## src/rtl/gcm_auth_release_if.sv

```systemverilog
// Handshake/bus bundle for gcm_auth_release: plaintext in, tags in, released plaintext and status out.
// Vectors use [0:127] numbering so that bit 0 is the MSB.
interface gcm_auth_release_if #(
  parameter int DEPTH = 4
);
  localparam int CW = $clog2(DEPTH + 1);

  logic           start;
  logic           pt_valid;
  logic [0:127]   pt_block;
  logic           pt_ready;
  logic           tag_ready;
  logic [0:127]   computed_tag;
  logic [0:127]   expected_tag;
  logic           out_valid;
  logic [0:127]   out_block;
  logic           out_ready;
  logic           auth_ok;
  logic           auth_fail;
  logic           overflow;
  logic           timeout;
  logic           busy;
  logic [CW-1:0]  block_count;

  modport slave (
    input  start, pt_valid, pt_block, tag_ready, computed_tag, expected_tag, out_ready,
    output pt_ready, out_valid, out_block, auth_ok, auth_fail, overflow, timeout, busy, block_count
  );

  modport master (
    output start, pt_valid, pt_block, tag_ready, computed_tag, expected_tag, out_ready,
    input  pt_ready, out_valid, out_block, auth_ok, auth_fail, overflow, timeout, busy, block_count
  );
endinterface

```

## src/rtl/gcm_auth_release.sv

```systemverilog
// Receive-side AES-GCM gate: buffers decrypted blocks and releases them only after a tag match.
// Optional COLLECT idle timeout enabled by defining GCM_AUTH_TIMEOUT_EN.
module gcm_auth_release #(
  parameter int DEPTH          = 4,
  parameter int TAG_BITS       = 128,
  parameter int TIMEOUT_CYCLES = 1024
) (
  input  logic                 clk_out,
  input  logic                 i_reset,
  gcm_auth_release_if.slave    bus
);
  localparam int AW = $clog2(DEPTH);
  localparam int CW = $clog2(DEPTH + 1);
  // Ones in bit positions 0..TAG_BITS-1 (the MSBs), which are the only ones compared.
  localparam logic [0:127] TAG_MASK = {128{1'b1}} << (128 - TAG_BITS);

  typedef enum logic [2:0] {
    IDLE    = 3'd0,
    COLLECT = 3'd1,
    COMPARE = 3'd2,
    RELEASE = 3'd3,
    FLUSH   = 3'd4,
    DONE    = 3'd5
  } state_t;

  state_t         state_r, next_s;
  logic [0:127]   mem_r [DEPTH];
  logic [AW-1:0]  wr_ptr_r, rd_ptr_r;
  logic [CW-1:0]  fill_r, count_r;
  logic [0:127]   comp_tag_r, exp_tag_r;
  logic           auth_ok_r, auth_fail_r, overflow_r;
  logic           full_s, empty_s, push_s, pop_s, out_valid_s, match_s, timeout_hit_s;

  assign full_s      = (fill_r == CW'(DEPTH));
  assign empty_s     = (fill_r == {CW{1'b0}});
  assign push_s      = (state_r == COLLECT) && bus.pt_valid && !full_s;
  assign out_valid_s = (state_r == RELEASE) && !empty_s;
  assign pop_s       = out_valid_s && bus.out_ready;
  // Constant-time compare: whole masked difference is reduced, overflow forces a mismatch.
  assign match_s     = !(|((comp_tag_r ^ exp_tag_r) & TAG_MASK)) && !overflow_r;

`ifdef GCM_AUTH_TIMEOUT_EN
  localparam int TW = (TIMEOUT_CYCLES > 2) ? $clog2(TIMEOUT_CYCLES) : 1;
  logic [TW-1:0] timer_r;
  logic          timeout_r;

  assign timeout_hit_s = (state_r == COLLECT) && !push_s && (timer_r == TW'(TIMEOUT_CYCLES - 1));

  // COLLECT idle timer, restarted on entry and on every accepted block
  always_ff @(posedge clk_out) begin
    if (i_reset || bus.start || (state_r != COLLECT) || push_s) begin
      timer_r <= {TW{1'b0}};
    end else if (timer_r != TW'(TIMEOUT_CYCLES - 1)) begin
      timer_r <= timer_r + TW'(1);
    end else begin
      timer_r <= timer_r;
    end
  end

  // Sticky timeout flag
  always_ff @(posedge clk_out) begin
    if (i_reset || bus.start) begin
      timeout_r <= 1'b0;
    end else if (timeout_hit_s && !bus.tag_ready) begin
      timeout_r <= 1'b1;
    end else begin
      timeout_r <= timeout_r;
    end
  end

  assign bus.timeout = timeout_r;
`else
  assign timeout_hit_s = 1'b0;
  assign bus.timeout   = 1'b0;
`endif

  // Next-state decode; a start pulse aborts whatever is in progress
  always_comb begin
    next_s = state_r;
    if (bus.start) begin
      next_s = COLLECT;
    end else begin
      case (state_r)
        IDLE:    next_s = IDLE;
        COLLECT: begin
          if (bus.tag_ready) begin
            next_s = COMPARE;
          end else if (timeout_hit_s) begin
            next_s = FLUSH;
          end else begin
            next_s = COLLECT;
          end
        end
        COMPARE: next_s = match_s ? RELEASE : FLUSH;
        RELEASE: next_s = empty_s ? DONE : RELEASE;
        FLUSH:   next_s = DONE;
        DONE:    next_s = DONE;
        default: next_s = IDLE;
      endcase
    end
  end

  // Block storage; contents never leave unless out_valid is set
  always_ff @(posedge clk_out) begin
    if (push_s && !i_reset && !bus.start) begin
      mem_r[wr_ptr_r] <= bus.pt_block;
    end
  end

  // State, FIFO pointers, tag latches and sticky flags
  always_ff @(posedge clk_out) begin
    if (i_reset) begin
      state_r     <= IDLE;
      wr_ptr_r    <= {AW{1'b0}};
      rd_ptr_r    <= {AW{1'b0}};
      fill_r      <= {CW{1'b0}};
      count_r     <= {CW{1'b0}};
      comp_tag_r  <= {128{1'b0}};
      exp_tag_r   <= {128{1'b0}};
      auth_ok_r   <= 1'b0;
      auth_fail_r <= 1'b0;
      overflow_r  <= 1'b0;
    end else if (bus.start) begin
      state_r     <= next_s;
      wr_ptr_r    <= {AW{1'b0}};
      rd_ptr_r    <= {AW{1'b0}};
      fill_r      <= {CW{1'b0}};
      count_r     <= {CW{1'b0}};
      comp_tag_r  <= {128{1'b0}};
      exp_tag_r   <= {128{1'b0}};
      auth_ok_r   <= 1'b0;
      auth_fail_r <= 1'b0;
      overflow_r  <= 1'b0;
    end else begin
      state_r <= next_s;
      if (push_s) begin
        wr_ptr_r <= wr_ptr_r + AW'(1);
        fill_r   <= fill_r + CW'(1);
        count_r  <= (count_r == CW'(DEPTH)) ? count_r : count_r + CW'(1);
      end else if (pop_s) begin
        rd_ptr_r <= rd_ptr_r + AW'(1);
        fill_r   <= fill_r - CW'(1);
      end else if (state_r == FLUSH) begin
        wr_ptr_r <= {AW{1'b0}};
        rd_ptr_r <= {AW{1'b0}};
        fill_r   <= {CW{1'b0}};
      end else begin
        fill_r <= fill_r;
      end
      if ((state_r == COLLECT) && bus.pt_valid && full_s) begin
        overflow_r <= 1'b1;
      end else begin
        overflow_r <= overflow_r;
      end
      if ((state_r == COLLECT) && bus.tag_ready) begin
        comp_tag_r <= bus.computed_tag;
        exp_tag_r  <= bus.expected_tag;
      end else begin
        comp_tag_r <= comp_tag_r;
      end
      if (state_r == COMPARE) begin
        auth_ok_r   <= match_s;
        auth_fail_r <= !match_s;
      end else if (timeout_hit_s && !bus.tag_ready) begin
        auth_fail_r <= 1'b1;
      end else begin
        auth_ok_r <= auth_ok_r;
      end
    end
  end

  assign bus.pt_ready    = (state_r == COLLECT) && !full_s;
  assign bus.out_valid   = out_valid_s;
  assign bus.out_block   = out_valid_s ? mem_r[rd_ptr_r] : {128{1'b0}};
  assign bus.auth_ok     = auth_ok_r;
  assign bus.auth_fail   = auth_fail_r;
  assign bus.overflow    = overflow_r;
  assign bus.busy        = (state_r == COLLECT) || (state_r == COMPARE) ||
                           (state_r == RELEASE) || (state_r == FLUSH);
  assign bus.block_count = count_r;
endmodule

```

## src/flat_wrapper.sv

```systemverilog
// flat-port wrapper written by rule: the top's interface ports become plain ports
module gcm_auth_release_flat 
#(
  parameter int DEPTH          = 4,
  parameter int TAG_BITS       = 128,
  parameter int TIMEOUT_CYCLES = 1024
)
  (clk_out, i_reset, bus_start, bus_pt_valid, bus_pt_block, bus_tag_ready, bus_computed_tag, bus_expected_tag, bus_out_ready, bus_pt_ready, bus_out_valid, bus_out_block, bus_auth_ok, bus_auth_fail, bus_overflow, bus_timeout, bus_busy, bus_block_count);
  gcm_auth_release_if #(.DEPTH(DEPTH)) bus_i ();
  input  logic clk_out;
  input  logic i_reset;
  input wire logic [$bits(bus_i.start)-1:0] bus_start;
  input wire logic [$bits(bus_i.pt_valid)-1:0] bus_pt_valid;
  input wire logic [$bits(bus_i.pt_block)-1:0] bus_pt_block;
  input wire logic [$bits(bus_i.tag_ready)-1:0] bus_tag_ready;
  input wire logic [$bits(bus_i.computed_tag)-1:0] bus_computed_tag;
  input wire logic [$bits(bus_i.expected_tag)-1:0] bus_expected_tag;
  input wire logic [$bits(bus_i.out_ready)-1:0] bus_out_ready;
  output wire logic [$bits(bus_i.pt_ready)-1:0] bus_pt_ready;
  output wire logic [$bits(bus_i.out_valid)-1:0] bus_out_valid;
  output wire logic [$bits(bus_i.out_block)-1:0] bus_out_block;
  output wire logic [$bits(bus_i.auth_ok)-1:0] bus_auth_ok;
  output wire logic [$bits(bus_i.auth_fail)-1:0] bus_auth_fail;
  output wire logic [$bits(bus_i.overflow)-1:0] bus_overflow;
  output wire logic [$bits(bus_i.timeout)-1:0] bus_timeout;
  output wire logic [$bits(bus_i.busy)-1:0] bus_busy;
  output wire logic [$bits(bus_i.block_count)-1:0] bus_block_count;
  assign bus_i.start = bus_start;
  assign bus_i.pt_valid = bus_pt_valid;
  assign bus_i.pt_block = bus_pt_block;
  assign bus_i.tag_ready = bus_tag_ready;
  assign bus_i.computed_tag = bus_computed_tag;
  assign bus_i.expected_tag = bus_expected_tag;
  assign bus_i.out_ready = bus_out_ready;
  assign bus_pt_ready = bus_i.pt_ready;
  assign bus_out_valid = bus_i.out_valid;
  assign bus_out_block = bus_i.out_block;
  assign bus_auth_ok = bus_i.auth_ok;
  assign bus_auth_fail = bus_i.auth_fail;
  assign bus_overflow = bus_i.overflow;
  assign bus_timeout = bus_i.timeout;
  assign bus_busy = bus_i.busy;
  assign bus_block_count = bus_i.block_count;
  gcm_auth_release #(.DEPTH(DEPTH), .TAG_BITS(TAG_BITS), .TIMEOUT_CYCLES(TIMEOUT_CYCLES)) u_core (.clk_out(clk_out), .i_reset(i_reset), .bus(bus_i));
endmodule
```

## config.mk

```make
export PLATFORM = sky130hd
export DESIGN_NAME = gcm_auth_release_flat
export DESIGN_NICKNAME = d
export VERILOG_FILES = /design/src/rtl/gcm_auth_release_if.sv /design/src/rtl/gcm_auth_release.sv /design/src/flat_wrapper.sv
export SDC_FILE = /design/constraint.sdc
export NUM_CORES = 1
export LEC_CHECK = 0
export CAP_MARGIN = 10
export CORE_MARGIN = 2
export CORE_UTILIZATION = 35
export DETAILED_ROUTE_END_ITERATION = 6
export GPL_ROUTABILITY_DRIVEN = 0
export SLEW_MARGIN = 20
export SYNTH_ARGS = -nofsm -noshare
export SYNTH_HDL_FRONTEND = slang
export SYNTH_SLANG_ARGS = --single-unit
```

## constraint.sdc

```tcl
create_clock -name clk_out -period 11.95 [get_ports clk_out]
set_input_delay 1.7925 -clock clk_out [delete_from_list [all_inputs] [get_ports clk_out]]
set_output_delay 1.7925 -clock clk_out [all_outputs]
set_load 0.01 [all_outputs]
```

==> flow_summary.toml <==
[power_and_ir_drop]
switching_share_pct = 21.60
internal-power_mw = 4.594
p_comb_share_pct = 5.0
seqPwrFrac_pct = 49.9
total_power_mw = 5.859
p_leak_nw = 12.85
p_switching_mw = 1.265
clkPwrFrac_pct = 45.1
power_density_nw_per_um2 = 147.7
irDropWorstVdd_mv = 0.1263

[timing]
finalHoldViolations = 0
clock.fmax_mhz = 175.7
finalSetupTns_ps = 0
final.setup_skew_ps = 35.84
drv_slew = 0
worst_pin_slew_ps = 1086
min_period_ps = 5691
setup_violations = 0
finalCritPeriodShare_pct = 47.63
rsz0062_at_grt = "no"
slew_headroom_pct = 27.62

[worst_setup_path]
startpoint_type = "flip-flop"
critPathMaxFanout = 53
endpoint_kind = "primary output"
reg2regPathDepth = 6
cp.arrival_ps = 3900
timing_worst_setup_path_type = "flip-flop to primary output"
r2r_slack_ps = 8180
critPathCapture = "bus_out_block[99]"
cp.required_ps = 10160
r2r_start = "u_core.state_r[0]"
r2r-end = "u_core.mem_r[3][49]"

[yosys]
synth.distinct_cells = 50
synth_mux_area_share_pct = 9.507
synth_flop_cell = "edfxtp_1"
async_reset_ff_share_pct = 0
syn-cell-area_um2 = 30430
yosys.area.top_type = "edfxtp_1"
synth_compound_area_share_pct = 6.098
yosys.area_share.simple_pct = 10.64
synth_edf_count = 512
yosysWarnings = 0
yosys_register_bits = 786
synth_xor_area_share_pct = 2.245
synth_fa_ha_area_share_pct = 0.3701
syn_nets = 2655
synth_top_family_by_area = "simple AND/OR/NAND/NOR gates"
yosysTopAreaCellShare_pct = 50.53
syn_area_per_cell_um2 = 13.49
ys_seq_area_share_pct = 68.55
netlist_instances = 2256
synthTopCellsByArea = "edfxtp_1 51%, dfxtp_1 18%, mux4_2 9.5%, nand2_1 6.5%, a21oi_1 4.4%"

[grt]
track_usage_pct = 19.02
grt_pass1_vias = 20252
grt_max_degree = 111
grt_pass1_wl_mm = 127.7
antenna_found_initial = 17
grt-ovfl-total = 0

[die]
die_x_um = 298.9
die_area_um2 = 89310
rows = 108
initial_core_util_pct = 35.19
die-height_um = 298.9
core-area_um2 = 86480
ioPinCount = 528

[clock_network]
post-cts-setup-buffer-count = 0
cts_buffers = 85
clk_pin_slew_ps = 60
cts_sinks = 786
cts_hold_buf = 0
htreeDepth = 3
cts_resized = 0
clock_latency_ps = 660
clockBufferDepth = 3
root_buffer = "clkbuf_16"
cts_tree = "done"

[place]
port_buffers = 526
dp_hpwl_mm = 59.54

[drt]
routedWlPerCell_um = 21.80
first_iter_violations = 1463
wirelength_mm = 86.85
dr.pass1.iters = 6
viasPerCell = 4.949
ant_nets = 0
drc_errors = 0
dr_total_vias = 19715

[job]
drv_cap = 0

[final_layout]
nets = 3156
layout-drive-gt1-share_pct = 10.55
fillCellCount = 7704
area_delta_synth_final_pct = 30.39

[min_path]
hold_path.class = "flip-flop to flip-flop"

[run_status]
status = "finished, final reports clean"
-- metrics by stage --
step | hold slack, ps | setup slack, ps | instance area (µm²) | std cells | util, %
floorplan | 427.1 | 6275 | 30430 | 2256 | -
global placement | 428.1 | 6365 | 36800 | 3825 | 42.55
detailed placement | 445.0 | 6345 | 36800 | 3825 | 42.55
CTS | 454.4 | 6081 | 39660 | 3980 | 45.86
global route | 477.2 | 5985 | 39670 | 3981 | 45.87
finish | 457.3 | 6259 | 39680 | 3984 | 45.88
-- power by group through the flow --
stage               clock, mW  combinational [mW]  sequential (mW)
floorplan                   0              0.0975             2.98
global placement            0               0.286             2.98
detailed placement          0               0.291             2.98
CTS                      2.70               0.293             2.92
global route             2.82               0.312             2.92
finish                   2.64               0.291             2.92
-- area by class of cell --
class                   instances  area, µm²  share of cell area [%]
clock inverters                44      553.0                   1.394
repair buffers                548       5438                   13.71
well taps                    1155       1445                   3.642
multi-input cells            1275       8827                   22.25
flip-flops and latches        786      20870                   52.60
clock buffers                 111       2306                   5.812
inverters                      61      229.0                  0.5771
diodes                          4      10.01                 0.02523
-- cells by family (layout without fill, tap and decap cells) --
logic type	after synthesis	count (layout)
XOR/XNOR	78	78
AO/OA/AOI/OAI	334	334
AND/OR/NAND/NOR	724	724
flip-flops	786	786
multiplexers	129	129
buffers and inverters	195	764
adder cells (fa/ha/maj)	9	9
other	1	5
-- registers in the layout, summed over array words and instances, names as in the netlist, named ones only --
name,cells
u_core.bus.auth_fail,1
u_core.bus.auth_ok,1
u_core.bus.block_count,3
u_core.bus.overflow,1
u_core.comp_tag_r,128
u_core.exp_tag_r,128
u_core.fill_r,3
u_core.mem_r,512
u_core.rd_ptr_r,2
u_core.state_r,3
u_core.wr_ptr_r,2
-- worst max-delay path: stages, from the launching register on --
cell and delay, ps:
dfxtp_4 670, buf_4 650, buf_4 760, mux4_2 410, and2_1 170, clkdlybuf4s50_1 560
-- cells in the final DEF, fill, tap and decap left out, types with 11 or more instances in the layout --
| cell type | instances |
|---|---|
| a21oi_1 | 269 |
| a221oi_1 | 13 |
| and2_1 | 130 |
| buf_4 | 20 |
| clkbuf_1 | 19 |
| clkbuf_16 | 86 |
| clkdlybuf4s50_1 | 526 |
| clkinv_2 | 14 |
| dfxtp_1 | 272 |
| edfxtp_1 | 512 |
| inv_1 | 58 |
| mux4_2 | 128 |
| nand2_1 | 524 |
| nand4_1 | 11 |
| nor2_1 | 11 |
| nor4_1 | 19 |
| o22ai_1 | 20 |
| o2bb2ai_1 | 13 |
| xnor2_1 | 23 |
| xor2_1 | 55 |
-- per-layer routing --
metal	vias to the layer above	wire length, µm	GRT usage [%]
met2	690	42140	32.08
met1	9728	34080	22.72
li1	9117	-	-
met3	152	7530	6.558
met5	-	196	0
met4	28	2904	6.345
-- Yosys cell counts (all sizes together), types with 3 or more instances --
master and n:
edfxtp 512, buf 41, xnor2 23, nand2 525, inv 61, nor2 11
mux4 128, dfxtp 274, a21oi 269, and2 131, and3 5, nor4 23
o22ai 20, a22o 4, xor2 55, o2bb2ai 13, nand3 7, nand4 12
nor3 3, clkbuf 93, ha 9, a221oi 13
-- how the worst min path moves through the flow --
stage / startpoint / endpoint / cells past startpoint
after global routing: u_core.comp_tag_r[82] / u_core.comp_tag_r[82] / 2
after detailed placement: u_core.rd_ptr_r[1] / flip-flop / 1
after CTS: u_core.comp_tag_r[35] / u_core.comp_tag_r[35] / 2
final: u_core.comp_tag_r[22] / u_core.comp_tag_r[22] / 2
after global placement: u_core.rd_ptr_r[1] / flip-flop / 1
after floorplan: u_core.rd_ptr_r[1] / flip-flop / 1
No activity file was read; power rests on OpenSTA's default activity.
